`src/rtl/vjtag_pkg.sv`:
```
// Definitions shared by the virtual-JTAG hub clients (LED client and readback block).
package vjtag_pkg;

  localparam logic [1:0] IR_LEDS   = 2'b01;
  localparam logic [1:0] IR_READ   = 2'b10;
  localparam logic [1:0] IR_STATUS = 2'b11;

  // Flops between an asynchronous hub signal and its first use.
  localparam int unsigned SYNC_STAGES = 2;

  typedef enum logic [0:0] {
    StArmed,
    StCaptured
  } cap_state_e;

endpackage

```
`src/rtl/sync_fifo.sv`:
```
// Single-clock first-word-fall-through FIFO; full/empty derived from the occupancy count.
module sync_fifo #(
  parameter int unsigned DATA_W = 32,
  parameter int unsigned DEPTH  = 16,
  localparam int unsigned PtrW  = $clog2(DEPTH),
  localparam int unsigned CntW  = PtrW + 1
) (
  input  logic              clk,
  input  logic              reset,
  input  logic              push,
  input  logic [DATA_W-1:0] din,
  input  logic              pop,
  output logic [DATA_W-1:0] dout,
  output logic [CntW-1:0]   count,
  output logic              full,
  output logic              empty
);

  logic [DATA_W-1:0] mem_q [DEPTH];
  logic [PtrW-1:0]   wr_ptr_q;
  logic [PtrW-1:0]   rd_ptr_q;
  logic [CntW-1:0]   count_q;
  logic              push_ok;
  logic              pop_ok;

  assign full    = (count_q == CntW'(DEPTH));
  assign empty   = (count_q == '0);
  assign push_ok = push & ~full;
  assign pop_ok  = pop & ~empty;

  // Pointers wrap naturally because DEPTH is a power of two.
  always_ff @(posedge clk) begin
    if (reset) begin
      wr_ptr_q <= '0;
      rd_ptr_q <= '0;
      count_q  <= '0;
    end else begin
      if (push_ok) wr_ptr_q <= wr_ptr_q + 1'b1;
      if (pop_ok)  rd_ptr_q <= rd_ptr_q + 1'b1;
      if (push_ok && !pop_ok) begin
        count_q <= count_q + 1'b1;
      end else if (pop_ok && !push_ok) begin
        count_q <= count_q - 1'b1;
      end
    end
  end

  always_ff @(posedge clk) begin
    if (push_ok) mem_q[wr_ptr_q] <= din;
  end

  assign dout  = mem_q[rd_ptr_q];
  assign count = count_q;

endmodule

```
`src/rtl/vjtag_readback.sv`:
```
// FPGA-to-host readback over the virtual JTAG hub: fabric pushes words, host pops them
// via IR_READ scans and reads/clears the overflow flag via IR_STATUS scans.
module vjtag_readback
  import vjtag_pkg::*;
#(
  parameter int unsigned DATA_W    = 32,
  parameter int unsigned DEPTH     = 16,
  parameter int unsigned CNT_W     = 5,
  parameter logic [1:0]  IR_READ   = vjtag_pkg::IR_READ,
  parameter logic [1:0]  IR_STATUS = vjtag_pkg::IR_STATUS
) (
  input  logic              clk,
  input  logic              reset,
  input  logic              tck,
  input  logic              tdi,
  input  logic [1:0]        ir_in,
  input  logic              virtual_state_cdr,
  input  logic              virtual_state_sdr,
  input  logic              virtual_state_udr,
  output logic              tdo,
  input  logic              wr_valid,
  input  logic [DATA_W-1:0] wr_data,
  output logic              wr_ready,
  output logic [CNT_W-1:0]  fifo_count,
  output logic              overflow
);

  localparam int unsigned SyncW = 7;

  logic [SyncW-1:0] pins;
  logic [SyncW-1:0] sync_q [SYNC_STAGES];
  logic             tck_s;
  logic             tdi_s;
  logic [1:0]       ir_s;
  logic             cdr_s;
  logic             sdr_s;
  logic             udr_s;
  logic             tck_prev_q;
  logic             tck_rise;

  assign pins = {tck, tdi, ir_in, virtual_state_cdr, virtual_state_sdr, virtual_state_udr};

  always_ff @(posedge clk) begin
    if (reset) begin
      for (int unsigned i = 0; i < SYNC_STAGES; i++) sync_q[i] <= '0;
      tck_prev_q <= 1'b0;
    end else begin
      sync_q[0] <= pins;
      for (int unsigned i = 1; i < SYNC_STAGES; i++) sync_q[i] <= sync_q[i-1];
      tck_prev_q <= tck_s;
    end
  end

  assign {tck_s, tdi_s, ir_s, cdr_s, sdr_s, udr_s} = sync_q[SYNC_STAGES-1];
  assign tck_rise = tck_s & ~tck_prev_q;

  logic sel_read;
  logic sel_status;
  logic active;

  assign sel_read   = (ir_s == IR_READ);
  assign sel_status = (ir_s == IR_STATUS);
  assign active     = sel_read | sel_status;

  logic              fifo_push;
  logic              fifo_pop;
  logic [DATA_W-1:0] fifo_dout;
  logic [CNT_W-1:0]  fifo_cnt;
  logic              fifo_full;
  logic              fifo_empty;

  // One capture per CDR visit: re-armed by the first tck edge seen outside CDR.
  cap_state_e cap_state_q, cap_state_d;
  logic       capture;

  always_comb begin
    cap_state_d = cap_state_q;
    capture     = 1'b0;
    if (tck_rise && active) begin
      if (cdr_s) begin
        if (cap_state_q == StArmed) begin
          capture     = 1'b1;
          cap_state_d = StCaptured;
        end
      end else begin
        cap_state_d = StArmed;
      end
    end
  end

  logic [DATA_W:0] shreg_q, shreg_d;
  logic            do_shift;
  logic            ov_set;
  logic            ov_clear;
  logic            overflow_q, overflow_d;

  assign do_shift = tck_rise & active & sdr_s;
  assign ov_set   = wr_valid & fifo_full;
  assign ov_clear = tck_rise & sel_status & udr_s & shreg_q[0];

  always_comb begin
    shreg_d = shreg_q;
    if (capture) begin
      if (sel_status) begin
        shreg_d = {{(DATA_W-CNT_W-1){1'b0}}, overflow_q, fifo_cnt, 1'b1};
      end else if (!fifo_empty) begin
        shreg_d = {fifo_dout, 1'b1};
      end else begin
        shreg_d = '0;
      end
    end else if (do_shift) begin
      shreg_d = {tdi_s, shreg_q[DATA_W:1]};
    end
  end

  // A new overflow in the same cycle as a host clear wins.
  always_comb begin
    overflow_d = overflow_q;
    if (ov_set) begin
      overflow_d = 1'b1;
    end else if (ov_clear) begin
      overflow_d = 1'b0;
    end
  end

  always_ff @(posedge clk) begin
    if (reset) begin
      cap_state_q <= StArmed;
      shreg_q     <= '0;
      overflow_q  <= 1'b0;
    end else begin
      cap_state_q <= cap_state_d;
      shreg_q     <= shreg_d;
      overflow_q  <= overflow_d;
    end
  end

  assign fifo_pop  = capture & sel_read & ~fifo_empty;
  assign wr_ready  = ~fifo_full & ~reset;
  assign fifo_push = wr_valid & wr_ready;

  sync_fifo #(
    .DATA_W (DATA_W),
    .DEPTH  (DEPTH)
  ) u_fifo (
    .clk   (clk),
    .reset (reset),
    .push  (fifo_push),
    .din   (wr_data),
    .pop   (fifo_pop),
    .dout  (fifo_dout),
    .count (fifo_cnt),
    .full  (fifo_full),
    .empty (fifo_empty)
  );

  assign tdo        = active & shreg_q[0];
  assign fifo_count = fifo_cnt;
  assign overflow   = overflow_q;

endmodule

```
`config.mk`:
```
export PLATFORM = sky130hd
export DESIGN_NAME = vjtag_readback
export DESIGN_NICKNAME = d
export VERILOG_FILES = /design/src/rtl/vjtag_pkg.sv /design/src/rtl/sync_fifo.sv /design/src/rtl/vjtag_readback.sv
export SDC_FILE = /design/constraint.sdc
export NUM_CORES = 1
export LEC_CHECK = 0
export CORE_ASPECT_RATIO = 1.75
export CORE_MARGIN = 3
export CORE_UTILIZATION = 56
export CTS_CLUSTER_SIZE = 25
export DETAILED_ROUTE_END_ITERATION = 10
export PLACE_DENSITY = 0.76
export SETUP_SLACK_MARGIN = 0.02
export SKIP_CTS_REPAIR_TIMING = 1
export SYNTH_ARGS = -nofsm -noshare
export SYNTH_HDL_FRONTEND = slang
export SYNTH_SLANG_ARGS = --single-unit
export TNS_END_PERCENT = 30
```
`constraint.sdc`:
```
create_clock -name clk -period 2.92 [get_ports clk]
set_input_delay 0.292 -clock clk [delete_from_list [all_inputs] [get_ports clk]]
set_output_delay 0.292 -clock clk [all_outputs]
set_load 0.03 [all_outputs]
```
Yosys cells after proc, flatten, opt, wreduce, memory -nomap -nowiden
Memories as Yosys holds them, arrays and structs flattened. A register that Yosys moved wholly into a read port is not among the register bits.
Index checks and enable logic that the tools add are counted.
{"block": "word_totals", "input_bits": 42, "ramBits": 526, "ff_bits": 49, "output_inout_bits": 8, "memories": 2, "wordCells": 67}
{"block": "op_classes", "n_reduce_logical": 9, "add_sub_neg": 4, "n_bitwise": 21, "eq_ne": 3, "n_mux": 21}
{"name": "u_fifo.mem_q", "words": 16, "word_bits": 32, "read_ports": 1, "rd_ports_with_merged_regs": 1, "write_ports": 1, "line_no": "sync_fifo.sv:19", "source": "logic [DATA_W-1:0] mem_q [DEPTH];"}
{"name": "sync_q", "words": 2, "word_bits": 7, "read_ports": 2, "rd_ports_with_merged_regs": 0, "write_ports": 2, "line_no": "vjtag_readback.sv:31", "source": "logic [SyncW-1:0] sync_q [SYNC_STAGES];"}
{"operator": "two-way mux 33 bit", "count": 4}
{"operator": "bitwise AND 1 bit", "count": 14}
{"operator": "two-way mux 7 bit", "count": 2}
{"operator": "two-way mux 1 bit", "count": 11}
{"operator": "two-way mux 5 bit", "count": 2}
{"operator": "adder 4 x 1 -> 4 bit, second input constant", "count": 2}
{"operator": "two-way mux 4 bit", "count": 2}
{"operator": "nonzero test 2 bit", "count": 3}
{"operator": "adder 5 x 1 -> 5 bit, second input constant", "count": 1}
{"operator": "== test 5 bit, second input constant", "count": 1}
{"operator": "logical NOT 5 bit", "count": 1}
{"operator": "subtractor 5 x 1 -> 5 bit, second input constant", "count": 1}
{"operator": "== test 2 bit, second input constant", "count": 2}
{"operator": "inverter 1 bit", "count": 4}
{"operator": "logical AND 1 bit", "count": 3}
{"operator": "bitwise OR 1 bit", "count": 3}
{"operator": "logical NOT 1 bit", "count": 2}

Logic depth before layout (Yosys ltp)
Gate-level depths: netlist (run 1).
{"block": "depth", "ltp_word": 10, "depth_mapped": 12, "depth_no_buf": 12}

Hierarchy
Synthesis (run 1) repeated with hierarchy kept, for this count alone.
{"block": "hier_totals", "hier_cells": 1142, "area_unflattened_um2": 22166.3}
{"mod": "sync_fifo", "n_inst": 1, "area_each_um2": 19999.2, "cells_per_inst": 894, "seq_area_each_um2": 15715.1}
{"mod": "vjtag_readback", "n_inst": 1, "area_each_um2": 2167.1, "cells_per_inst": 248, "seq_area_each_um2": 1001.0}

Worst setup path after synthesis (run 1)
No wires, ideal clock.
{"block": "synth_timing", "kind": "register to register", "startpoint": "register u_fifo.count_q[0] (netlist: u_fifo.count[0])", "endpoint": "register u_fifo.count_q[4] (netlist: u_fifo.count[4])", "t_required_ps": 2799, "period_less_slack_ps": 3380, "setup_slack_ps": -460, "stages_incl_launch_ff": 13, "t_arrival_ps": 3260, "path_buffers": 0, "cell_sequence": "dfxtp_1 -> nor4_1 -> a21oi_1 -> nand2_1 -> clkinv_1 -> ha_1 -> inv_1 -> ha_1 -> nor2b_1 -> o21a_1 -> or3_1 -> a21oi_1 -> mux2_2"}
{"block": "synth_between", "elab_chain_cells": 8, "elab_cells_between_ends": 18}
{"item": "from (decl)", "line_no": "sync_fifo.sv:22", "source": "logic [CntW-1:0] count_q;"}
{"item": "from (signal assigned)", "line_no": "sync_fifo.sv:41", "source": "count_q <= count_q + 1'b1;"}
{"item": "from (signal assigned)", "line_no": "sync_fifo.sv:43", "source": "count_q <= count_q - 1'b1;"}
{"item": "== test 5 bit *", "line_no": "sync_fifo.sv:26", "source": "assign full = (count_q == CntW'(DEPTH));"}
{"item": "inverter 1 bit *", "line_no": "vjtag_readback.sv:139", "source": "assign wr_ready = ~fifo_full & ~reset;"}
{"item": "bitwise AND 1 bit *", "line_no": "vjtag_readback.sv:139"}
{"item": "net wr_ready", "line_no": "vjtag_readback.sv:23", "source": "output logic wr_ready,"}
{"item": "bitwise AND 1 bit *", "line_no": "vjtag_readback.sv:140", "source": "assign fifo_push = wr_valid & wr_ready;"}
{"item": "bitwise AND 1 bit *", "line_no": "sync_fifo.sv:28", "source": "assign push_ok = push & ~full;"}
{"item": "net u_fifo.push_ok", "line_no": "sync_fifo.sv:23", "source": "logic push_ok;"}
{"item": "logical NOT 1 bit", "line_no": "sync_fifo.sv:42", "source": "end else if (pop_ok && !push_ok) begin"}
{"item": "logical AND 1 bit", "line_no": "sync_fifo.sv:42"}
{"item": "nonzero test 2 bit (no line)"}
The timed path passes the listed nets; every way through them passes the cells marked *. The select of a mux whose other input is x is not followed.
A chain may end at the register's enable or synchronous reset.

Final worst setup path (run 1)
{"block": "layout_timing", "startpoint": "register u_fifo.count_q[1] (netlist: u_fifo.count[1])", "endpoint": "register u_fifo.count_q[4] (netlist: u_fifo.count[4])"}
{"block": "layout_between", "elab_chain_cells": 8, "elab_cells_between_ends": 18}
{"item": "== test 5 bit", "line_no": "sync_fifo.sv:26"}
{"item": "inverter 1 bit", "line_no": "sync_fifo.sv:28, vjtag_readback.sv:139"}
{"item": "bitwise AND 1 bit", "line_no": "vjtag_readback.sv:139"}
{"item": "bitwise AND 1 bit", "line_no": "vjtag_readback.sv:140"}
{"item": "bitwise AND 1 bit", "line_no": "sync_fifo.sv:28"}
{"item": "logical NOT 1 bit", "line_no": "sync_fifo.sv:42"}
{"item": "logical AND 1 bit", "line_no": "sync_fifo.sv:42"}
{"item": "nonzero test 2 bit (no line)"}
Parallel ways exist; a longest one is shown, timed or not. The select of a mux whose other input is x is not followed.

==> flow_metrics.py, run 1 <==
metrics = {
    "timing": {
        "setup_tns_ps": 0,
        "finClkSkew_ps": 12.76,
        "final-hold-violation-count": 0,
        "finalSetupViolations": 0,
        "worstMarginPinSlew_ps": 1063,
        "fin_ws_ps": 104.7,
        "rsz0062_at_grt": "no",
        "slew_headroom_pct": 28.93,
        "finalCriticalPeriod_ps": 2815,
        "drv_slew": 0,
        "hold_slack_ps": 296.7,
        "period_share_pct": 96.42,
        "fmax_ghz": 0.3552,
    },
    "flow_run": {
        "cap_viol_max_count": 0,
    },
    "global_route": {
        "grt_util_all_layers_pct": 21.97,
        "grt_max_degree": 66,
        "grt_pass1_wl_um": 69860,
        "grt_pass1_vias": 11500,
        "antenna_found_initial": 0,
        "overflow": 0,
    },
    "floorplan": {
        "die_h_um": 270.6,
        "io_pins": 50,
        "dieArea_um2": 42550,
        "rows": 96,
        "initial_core_util_pct": 56.88,
        "die_w_um": 157.2,
        "core_area_um2": 39400,
    },
    "logic_synthesis": {
        "synth_edf_count": 512,
        "syn_area_per_cell_um2": 20.45,
        "syn_area_um2": 22410,
        "ys.flop_type": "edfxtp_1",
        "yosysWarnings": 0,
        "ys_seq_elements": 579,
        "syn_nets": 1149,
        "ys_seq_area_share_pct": 74.60,
        "syn_inst": 1096,
        "async_flop_share_pct": 0,
        "ys_types": 43,
    },
    "cells_and_area": {
        "final_cell_mix": "edfxtp_1, mux4_2, dfxtp_1",
        "syn2layout_area_growth_pct": 13.42,
        "layout_commonest_cell": "edfxtp_1",
        "n_antenna_cell": 0,
        "fin_area_um2": 25420,
        "finalNetCount": 1239,
        "drive_above_1_share_pct": 29.17,
        "utilization_pct": 64.51,
        "nFillCells": 2626,
    },
    "place": {
        "io_buffers": 49,
        "pre_cts_slack_ps": 110.3,
        "dp.final_hpwl_um": 26670,
        "postPlaceCellArea_um2": 23880,
        "gp_congestion": 0.7897,
    },
    "power_and_ir_drop": {
        "seqPwrFrac_pct": 57.1,
        "switchingPower_mw": 3.162,
        "power_density_nw_per_um2": 627.8,
        "irDropWorstVdd_mv": 0.4613,
        "internal_power_mw": 12.79,
        "p_sw_share_pct": 19.82,
        "pwr-share-clk_pct": 39.6,
        "leakagePower_nw": 7.836,
        "pwr-share-comb_pct": 3.3,
    },
    "route": {
        "wl_um": 45920,
        "num_vias": 10830,
        "drt-vias-per-instance": 6.316,
        "first_pass_iters": 5,
        "ant_nets": 0,
        "drt_iter0_markers": 1004,
        "drc": 0,
        "wl_per_cell_um": 26.79,
    },
    "cts": {
        "cts_made_buffers": 48,
        "cts_htree_levels": 2,
        "cts.sinks": 579,
        "clk_pin_slew_ps": 70,
        "cts_tree": "yes",
        "clock_latency_ps": 560,
        "cts_root_buffer": "clkbuf_16",
        "cts.path.max_buffers": 3,
    },
    "setup_path": {
        "crit_type": "flop to flop",
        "cp_max_fo": 7,
        "end_kind": "flop",
        "cp.arrival_ps": 3270,
        "cp-start-kind": "flop",
        "crit_required_ps": 3370,
        "rrSetupSlack_ps": 100,
    },
    "outcome": {
        "outcome": "completed",
    },
    "worst_hold_path": {
        "min_path_type": "primary input to flop",
    },
}
logic make-up (layout without fill, tap and decap cells):
| kind of cell | Yosys count | after routing | synth area share (%) |
|---|---|---|---|
| flops | 579 | 579 | 74.60 |
| mux | 196 | 196 | 16.22 |
| simple gates | 118 | 118 | 2.714 |
| compound gates | 114 | 114 | 3.948 |
| buf+inv | 70 | 198 | 1.563 |
| fa+ha+maj | 11 | 11 | 0.6477 |
| xor+xnor | 8 | 8 | 0.3127 |
registers in the layout, indices dropped and copies added, names as in the netlist, named ones only:
| register | count |
|---|---|
| tck_prev_q | 1 |
| overflow | 1 |
| u_fifo.count | 5 |
| u_fifo.wr_ptr_q | 4 |
| u_fifo.mem_q | 512 |
| shreg_q | 33 |
| u_fifo.rd_ptr_q | 4 |
| cap_state_q | 1 |
| sync_q | 14 |
cell usage after synthesis (all sizes together), types with 2 or more instances:
cell type,n,area share [%]
nand2,11,0.18
mux2,57,2.9
edfxtp,512,69
o21a,2,0.067
and2,15,0.42
dfxtp,67,6.0
a22oi,30,1.5
a221oi,8,0.31
and3,5,0.14
mux4,128,13
a21oi,36,0.80
mux2i,11,0.49
xor2,6,0.23
xnor2,2,0.078
nor2,48,0.87
or3,7,0.20
o21ai,5,0.11
buf,32,0.93
nand3,5,0.11
a211oi,28,0.94
inv,8,0.13
a311oi,2,0.078
nor2b,20,0.56
ha,10,0.56
clkbuf,29,0.49
path summary, 6_finish.rpt:
check	cells after the start	from	endpoint
max	10	u_fifo.count[1]	u_fifo.count[4]
min	2	tck	sync_q[0][6]
max reg2reg	10	u_fifo.count[1]	u_fifo.count[4]
min reg2reg	1	sync_q[0][4]	sync_q[0][11]
through the flow:
stage	total power [mW]	instances
finish	15.96	1714
detailed placement	9.815	1626
global route	16.42	1714
CTS	16.08	1714
floorplan	9.534	1096
global placement	9.794	1626
power groups by stage:
stage	Combinational, mW	Clock [mW]	Sequential [mW]
floorplan	0.226	0	9.31
global placement	0.504	0	9.29
detailed placement	0.521	0	9.29
CTS	0.525	6.44	9.11
global route	0.563	6.74	9.12
finish	0.521	6.32	9.11
final cells by class:
| cell class | instances | area, um^2 | share of cell area (%) |
|---|---|---|---|
| Clock buffer | 63 | 1299 | 5.110 |
| Clock inverter | 25 | 241.5 | 0.9501 |
| Inverter | 9 | 36.28 | 0.1428 |
| Multi-Input combinational cell | 447 | 5401 | 21.25 |
| Sequential cell | 579 | 16740 | 65.85 |
| Tap cell | 490 | 613.1 | 2.412 |
| Timing Repair Buffer | 101 | 1089 | 4.283 |
layer usage:
| layer | GRT usage, % | up-vias | share of wire (%) |
|---|---|---|---|
| met5 | 0 | - | 0 |
| met4 | 6.971 | 0 | 2.8 |
| met3 | 2.785 | 83 | 4.5 |
| met2 | 39.62 | 355 | 55 |
| met1 | 27.52 | 5725 | 37 |
| li1 | - | 4662 | - |
worst max-delay path, stage by stage (launching register included):
cell and delay, ps:
dfxtp_2 370, or4_4 550, o2111ai_4 250, ha_4 200
inv_4 50, ha_4 210, nor2b_1 130, o21a_1 170
or3_1 300, a21oi_1 140, mux2_2 340
No activity file was read; power rests on OpenSTA's default activity.
==> inputs of run 2 (changes only) <==
--- a/config.mk
+++ b/config.mk
@@ -13,6 +13,7 @@
 export PLACE_DENSITY = 0.76
 export SETUP_SLACK_MARGIN = 0.02
 export SKIP_CTS_REPAIR_TIMING = 1
+export SKIP_LAST_GASP = 1
 export SYNTH_ARGS = -nofsm -noshare
 export SYNTH_HDL_FRONTEND = slang
 export SYNTH_SLANG_ARGS = --single-unit
==> results of run 2 <==
The final DEF is identical to that of run 1; final timing and power are the same.
